[src/rtl/fifo_stream_reader.sv]
// Read-side drain engine: issues FIFO reads, absorbs the one-cycle read
// latency in a 2-entry prefetch buffer and presents a valid/ready stream.
module fifo_stream_reader #(
    parameter int unsigned Width    = 8,
    parameter int unsigned CntWidth = 16
) (
    input  logic                clk,
    input  logic                rst,
    output logic                o_fifo_rd_en,
    input  logic [Width-1:0]    i_fifo_rd_data,
    input  logic                i_fifo_empty,
    output logic                o_valid,
    input  logic                i_ready,
    output logic [Width-1:0]    o_data,
    output logic [CntWidth-1:0] o_count,
    output logic                o_stall
);

    localparam int unsigned OccWidth = 2;
    localparam int unsigned SumWidth = OccWidth + 1;
    localparam logic [SumWidth-1:0] Depth    = SumWidth'(2);
    localparam logic [CntWidth-1:0] CountMax = '1;

    logic [Width-1:0]    buf_q [2];
    logic                head_q;
    logic                tail_q;
    logic [OccWidth-1:0] occ_q;
    logic                inflight_q;
    logic [CntWidth-1:0] count_q;
    logic                stall_q;

    logic                pop_c;
    logic [SumWidth-1:0] occ_next_c;

    // Pop handshake, projected occupancy and the read-issue decision
    always_comb begin
        pop_c        = 1'b0;
        occ_next_c   = '0;
        o_fifo_rd_en = 1'b0;
        pop_c        = o_valid & i_ready;
        occ_next_c   = SumWidth'(occ_q) + SumWidth'(inflight_q) - SumWidth'(pop_c);
        o_fifo_rd_en = ~i_fifo_empty & (occ_next_c < Depth);
    end

    assign o_valid = (occ_q != '0);
    assign o_data  = buf_q[head_q];
    assign o_count = count_q;
    assign o_stall = stall_q;

    // Prefetch buffer storage and tail pointer: capture the word requested last cycle
    always_ff @(posedge clk or posedge rst) begin
        if (rst) begin
            buf_q[0] <= '0;
            buf_q[1] <= '0;
            tail_q   <= 1'b0;
        end else if (inflight_q) begin
            buf_q[tail_q] <= i_fifo_rd_data;
            tail_q        <= ~tail_q;
        end
    end

    // Head pointer, occupancy and in-flight tracking
    always_ff @(posedge clk or posedge rst) begin
        if (rst) begin
            head_q     <= 1'b0;
            occ_q      <= '0;
            inflight_q <= 1'b0;
        end else begin
            inflight_q <= o_fifo_rd_en;
            occ_q      <= OccWidth'(occ_next_c);
            if (pop_c) begin
                head_q <= ~head_q;
            end
        end
    end

    // Saturating delivered-word counter and registered back-pressure flag
    always_ff @(posedge clk or posedge rst) begin
        if (rst) begin
            count_q <= '0;
            stall_q <= 1'b0;
        end else begin
            if (pop_c && (count_q != CountMax)) begin
                count_q <= count_q + CntWidth'(1);
            end
            stall_q <= o_valid & ~i_ready;
        end
    end

    // A capture into a full buffer without a pop would overwrite the head word
    always @(posedge clk) begin
        if (!rst) begin
            assert (!(inflight_q && (occ_q == OccWidth'(2)) && !pop_c));
        end
    end

endmodule

[config.mk]
export PLATFORM = sky130hd
export DESIGN_NAME = fifo_stream_reader
export DESIGN_NICKNAME = d
export VERILOG_FILES = /design/src/rtl/fifo_stream_reader.sv
export SDC_FILE = /design/constraint.sdc
export NUM_CORES = 1
export LEC_CHECK = 0
export BUFFER_PORTS_ARGS = -buffer_cell sky130_fd_sc_hd__buf_2
export CAP_MARGIN = 20
export CORE_MARGIN = 3
export CORE_UTILIZATION = 53
export DETAILED_ROUTE_END_ITERATION = 8
export PLACE_DENSITY = 0.78
export SYNTH_ARGS = -nofsm -noshare
export SYNTH_HDL_FRONTEND = slang
export SYNTH_SLANG_ARGS = --single-unit
[constraint.sdc]
create_clock -name clk -period 3 [get_ports clk]
set_input_delay 0.6 -clock clk [delete_from_list [all_inputs] [get_ports clk]]
set_output_delay 0.6 -clock clk [all_outputs]
set_load 0.03 [all_outputs]
Word level (Yosys, flattened, before mapping)
Cells that the tools add are included.
- bitwise operators: 9
- equality and inequality tests: 1
- magnitude comparators: 4
- shift-type cells: 0
- mux-type cells: 6
- multipliers: 0
- div/mod/pow operators: 0
- $add $sub $neg: 3
- reductions and logical operators: 3
- operator list (cell ; count):
    $mux 8 ; 4
    $add 16x1->16 const B ; 1
    $bwmux 16 ; 1
    $ne 16x16->1 const B ; 1
    $demux 8 s1 ; 1
    $ge 2x2->1 const B ; 2
    $not 1->1 ; 4
    $not 1->2 ; 2
    $add 2x1->3 ; 1
    $and 1x1->1 ; 3
    $lt 3x2->1 const B ; 1
    $sub 3x1->3 ; 1
    $logic_and 1x1->1 ; 2
    $lt 2x1->1 const B ; 1
    $reduce_bool 2->1 ; 1
- memories kept: 0
- bits in read-only memories: 0
- register bits: 38
- RAM bits: 0
- bits of input ports: 12
- bits in latches: 0
- output and inout port bits: 27
- word-level logic and storage cells: 34

Depth between registers and ports, before layout
- depth in word-level cells: 6
- gate-level depth with buffers: 8
- depth with buffers taken out: 8

Worst setup path before layout
No wires, ideal clock.
- path kind: input -> output
- from: in i_ready
- to: out o_fifo_rd_en
- arrival time: 2.490 ns
- setup slack: -0.090 ns
- path buffers: 0
- stages on the path: 7
- data required time: 2.400 ns
- cell sequence: o21ai_2 -> inv_2 -> ha_1 -> inv_1 -> ha_1 -> fa_1 -> nor3_1
- word-level cells in the longest chain between the ends: 4
- ends and longest elaborated chain (item ; RTL line ; source):
    from (decl) ; 13 ; input logic i_ready,
    $and 1x1->1 ; 40 ; pop_c = o_valid & i_ready;
    net pop_c ; 32 ; logic pop_c;
    $sub 3x1->3 ; 41 ; occ_next_c = SumWidth'(occ_q) + SumWidth'(inflight_q) - SumWidth'(pop_c);
    net occ_next_c[1] ; 33 ; logic [SumWidth-1:0] occ_next_c;
    $lt 3x2->1 ; 42 ; o_fifo_rd_en = ~i_fifo_empty & (occ_next_c < Depth);
    $and 1x1->1 ; 42 ;
    to (decl) ; 9 ; output logic o_fifo_rd_en,
The timed path passes the listed nets, and every way through them passes these cells.

Worst setup path in the final report
- from: reg occ_q[1]
- to: out o_fifo_rd_en
- word-level cells in the longest chain between the ends: 5
- elaborated cells on any way between the ends: 6
- those cells by class: add/sub (2); order compare (1); bitwise (2); reduce/logical (1)
- ends and longest elaborated chain (item ; RTL line ; source):
    from (decl) ; 27 ; logic [OccWidth-1:0] occ_q;
    from (signal assigned) ; 70 ; occ_q <= OccWidth'(occ_next_c);
    $reduce_bool 2->1 ; 45 ; assign o_valid = (occ_q != '0);
    $and 1x1->1 ; 40 ;
    net pop_c ; 32 ;
    $sub 3x1->3 ; 41 ;
    net occ_next_c[1] ; 33 ;
    $lt 3x2->1 ; 42 ;
    $and 1x1->1 ; 42 ;
The timed path passes the listed nets, and every way through them passes these cells.

==> qor.txt <==
Number of global-route vias before repair = 1,270
Worst skew pair latency = 0.34 ns
Crit path arrival time = 2.33 ns
Tot GR Track Use = 0.191
Initial DRC count = 89
Yosys cell types = 35
Clk sinks = 38
Critical Path End Type = primary output
RSZ-0062 raised after global routing = yes
FF-to-FF Start = o_count[0]
Clk_skew = 0.00250 ns
Rows = 20
Syn nets = 162
Starting density of the core = 0.576
Setup TNS = 0 ns
Slowest stage delay, CP = 0.49 ns
Die Span X = 64.8 um
Fill cells = 253
Max Slew Vio Count = 0
Cts hold-fix bufs = 0
GPL Wtd Cong = 0.750
Initial antenna violation count = 0
Global route overflow = 0
Slew HR = 0.675
Routed vias/inst = 5.34
Yosys warns = 0
Design Power = 2310 uW
DIE HEIGHT = 64.8 um
Cell Pwr Density = 1030 mW/mm^2
Die area = 0.00420 mm^2
EDFF count, synth = 0
Fmax achieved = 342 MHz
Synth Cell Area = 0.00183 mm^2
# DRC = 0
CP Launch Type = flop
Tightest Pin Transition = 0.483 ns
Port-buffer cells = 38
Root Driver = clkbuf_4
Mapped Cells = 146
First-pass GRT wire length = 6180 um
Syn avg cell area = 12.5 um^2
Area grow syn2layout = 22.3%
Hold crit path type = primary input to asynchronous set/reset pin
Post-DRT Antenna Nets = 0
Worst VDD drop = 662 uV
CTS max path bufs = 2
CP max-delay cell = fa_1
Proportion of layout cells with a drive suffix above 1 = 0.490
R2r setup slk = 1.10 ns
WP data required = 2.40 ns
Layout Nets = 209
Leakage power = 0.00106 uW
Clock transition at path regs = 0.11 ns
Outcome = completed
Dominant synthesized flop cell = dfrtp_1
Ant diodes = 0
Seq/Total Area, Yosys = 0.519
Max Cap Viol = 0
Async S/R FF share, synth = 1.00
Synthesized flop and latch total = 38
First-pass DRT Iterations = 4
Via count = 1,271
Setup Crit Path Kind = flop to primary output
Final hold vios = 0
Post-route minimum period = 2.93 ns
Top Ports = 39
CP cell instances = o21ai_2 -> inv_2 -> ha_4 -> inv_2 -> ha_4 -> fa_1 -> nor3_2 -> buf_4
Final period utilization = 0.976
DRT Wirelength = 3460 um
Fin area = 0.00224 mm^2
DR WL/cell = 14.6 um
Largest net degree at the start of global routing = 39
DP HPWL = 2530 um
CORE AREA = 0.00318 mm^2
R2r endpoint = o_count[1]
R2R depth = 5
Area post-placement = 0.00208 mm^2
Critical path peak fanout = 4
Total CTS buffers = 5
CTS tree = done
Htree depth = 2
Final setup violation count = 0
[stage by stage]
step	utilization	std cells	hold slack (ns)	setup slack (ns)
2_1_floorplan	-	146	0.452	0.160
3_3_place_gp	0.656	227	0.468	0.189
3_5_place_dp	0.656	227	0.472	0.134
4_1_cts	0.695	237	0.344	0.000171
5_1_grt	0.705	238	0.366	-0.0491
6_report	0.705	238	0.331	0.0720
[where the power goes]
group,total (uW),switching (uW),leakage (uW),internal [uW]
combinational,1010,572,0.000541,439
clock,433,172,0.0000554,261
sequential,869,167,0.000466,702
total,2310,911,0.00106,1400
[cell usage after synthesis (3+ instances only)]
cell type	n	area (um^2)
ha_1	3	37.5
nor2_1	6	22.5
nand4_1	3	18.8
inv_1	7	26.3
nor3_1	5	25.0
dfrtp_1	38	951
a211oi_1	4	30.0
xor2_1	11	96.3
mux2_2	26	293
nand2_1	6	22.5
nand3_1	6	30.0
[sequential cells by signal, indices dropped and copies added (netlist names)]
name and count:
buf_q 16, o_count 16, occ_q 2, head_q 1, inflight_q 1, o_stall 1
tail_q 1
[area by class of cell]
type | instances | area (um^2) | area share
timing repair buffer | 43 | 230 | 0.103
clock inverter | 3 | 68.8 | 0.0307
clock buffer | 5 | 37.5 | 0.0168
tap | 44 | 55.1 | 0.0246
multi-input combinational | 97 | 868 | 0.387
sequential | 38 | 951 | 0.424
inverter | 8 | 30.0 | 0.0134
[cells by family (layout without fill, tap and decap cells)]
kind of cell | after synthesis | in the layout | share of synthesized area
AND/OR/NAND/NOR | 42 | 42 | 0.149
flip-flops | 38 | 38 | 0.519
multiplexers | 29 | 29 | 0.180
XOR/XNOR | 13 | 13 | 0.0622
buffers and inverters | 11 | 59 | 0.0232
AO/OA/AOI/OAI | 9 | 9 | 0.0355
adder cells (fa/ha/maj) | 4 | 4 | 0.0314
[routing by layer]
metal / global-route usage / up-vias / routed length (um)
met2: 0.317 / 29 / 1810
met5: 0 / - / 0
met1: 0.250 / 627 / 1460
met3: 0.0520 / 3 / 168
met4: 0.0396 / 0 / 25
li1: - / 612 / -
[critical path: cells and delay by family (launching register included)]
family | cells | cell delay, ns
compound gates | 1 | 0.17
fa+ha+maj | 3 | 0.89
buf+inv | 3 | 0.30
flops | 1 | 0.41
simple gates | 1 | 0.20
[cells in the final DEF, fill, tap and decap left out, drive strengths merged, types with 5 or more instances in the layout]
master  count
buf        43
clkbuf      5
dfrtp      38
inv         8
mux2       28
nand2       7
nand3       8
nor2        6
nor3        7
xor2       11
[what timing repair did]
| item | 4_1_cts | 5_1_grt |
|---|---|---|
| pin swaps | 0 | 4 |
| endpoints found under the setup margin | 1 | 1 |
| buffers inserted | 2 | 1 |
| cloned | 0 | 0 |
| gates resized for setup | 1 | 4 |
[how the worst max path moves through the flow]
stage                     slack, ns     start           end
after global routing          -0.05  occ_q[1]  o_fifo_rd_en
after floorplan                0.16   i_ready  o_fifo_rd_en
after detailed placement       0.13   i_ready  o_fifo_rd_en
after global placement         0.19   i_ready  o_fifo_rd_en
after CTS                    0.0002  occ_q[0]  o_fifo_rd_en
final                          0.07  occ_q[1]  o_fifo_rd_en
Power figures use the tool's default switching activity.
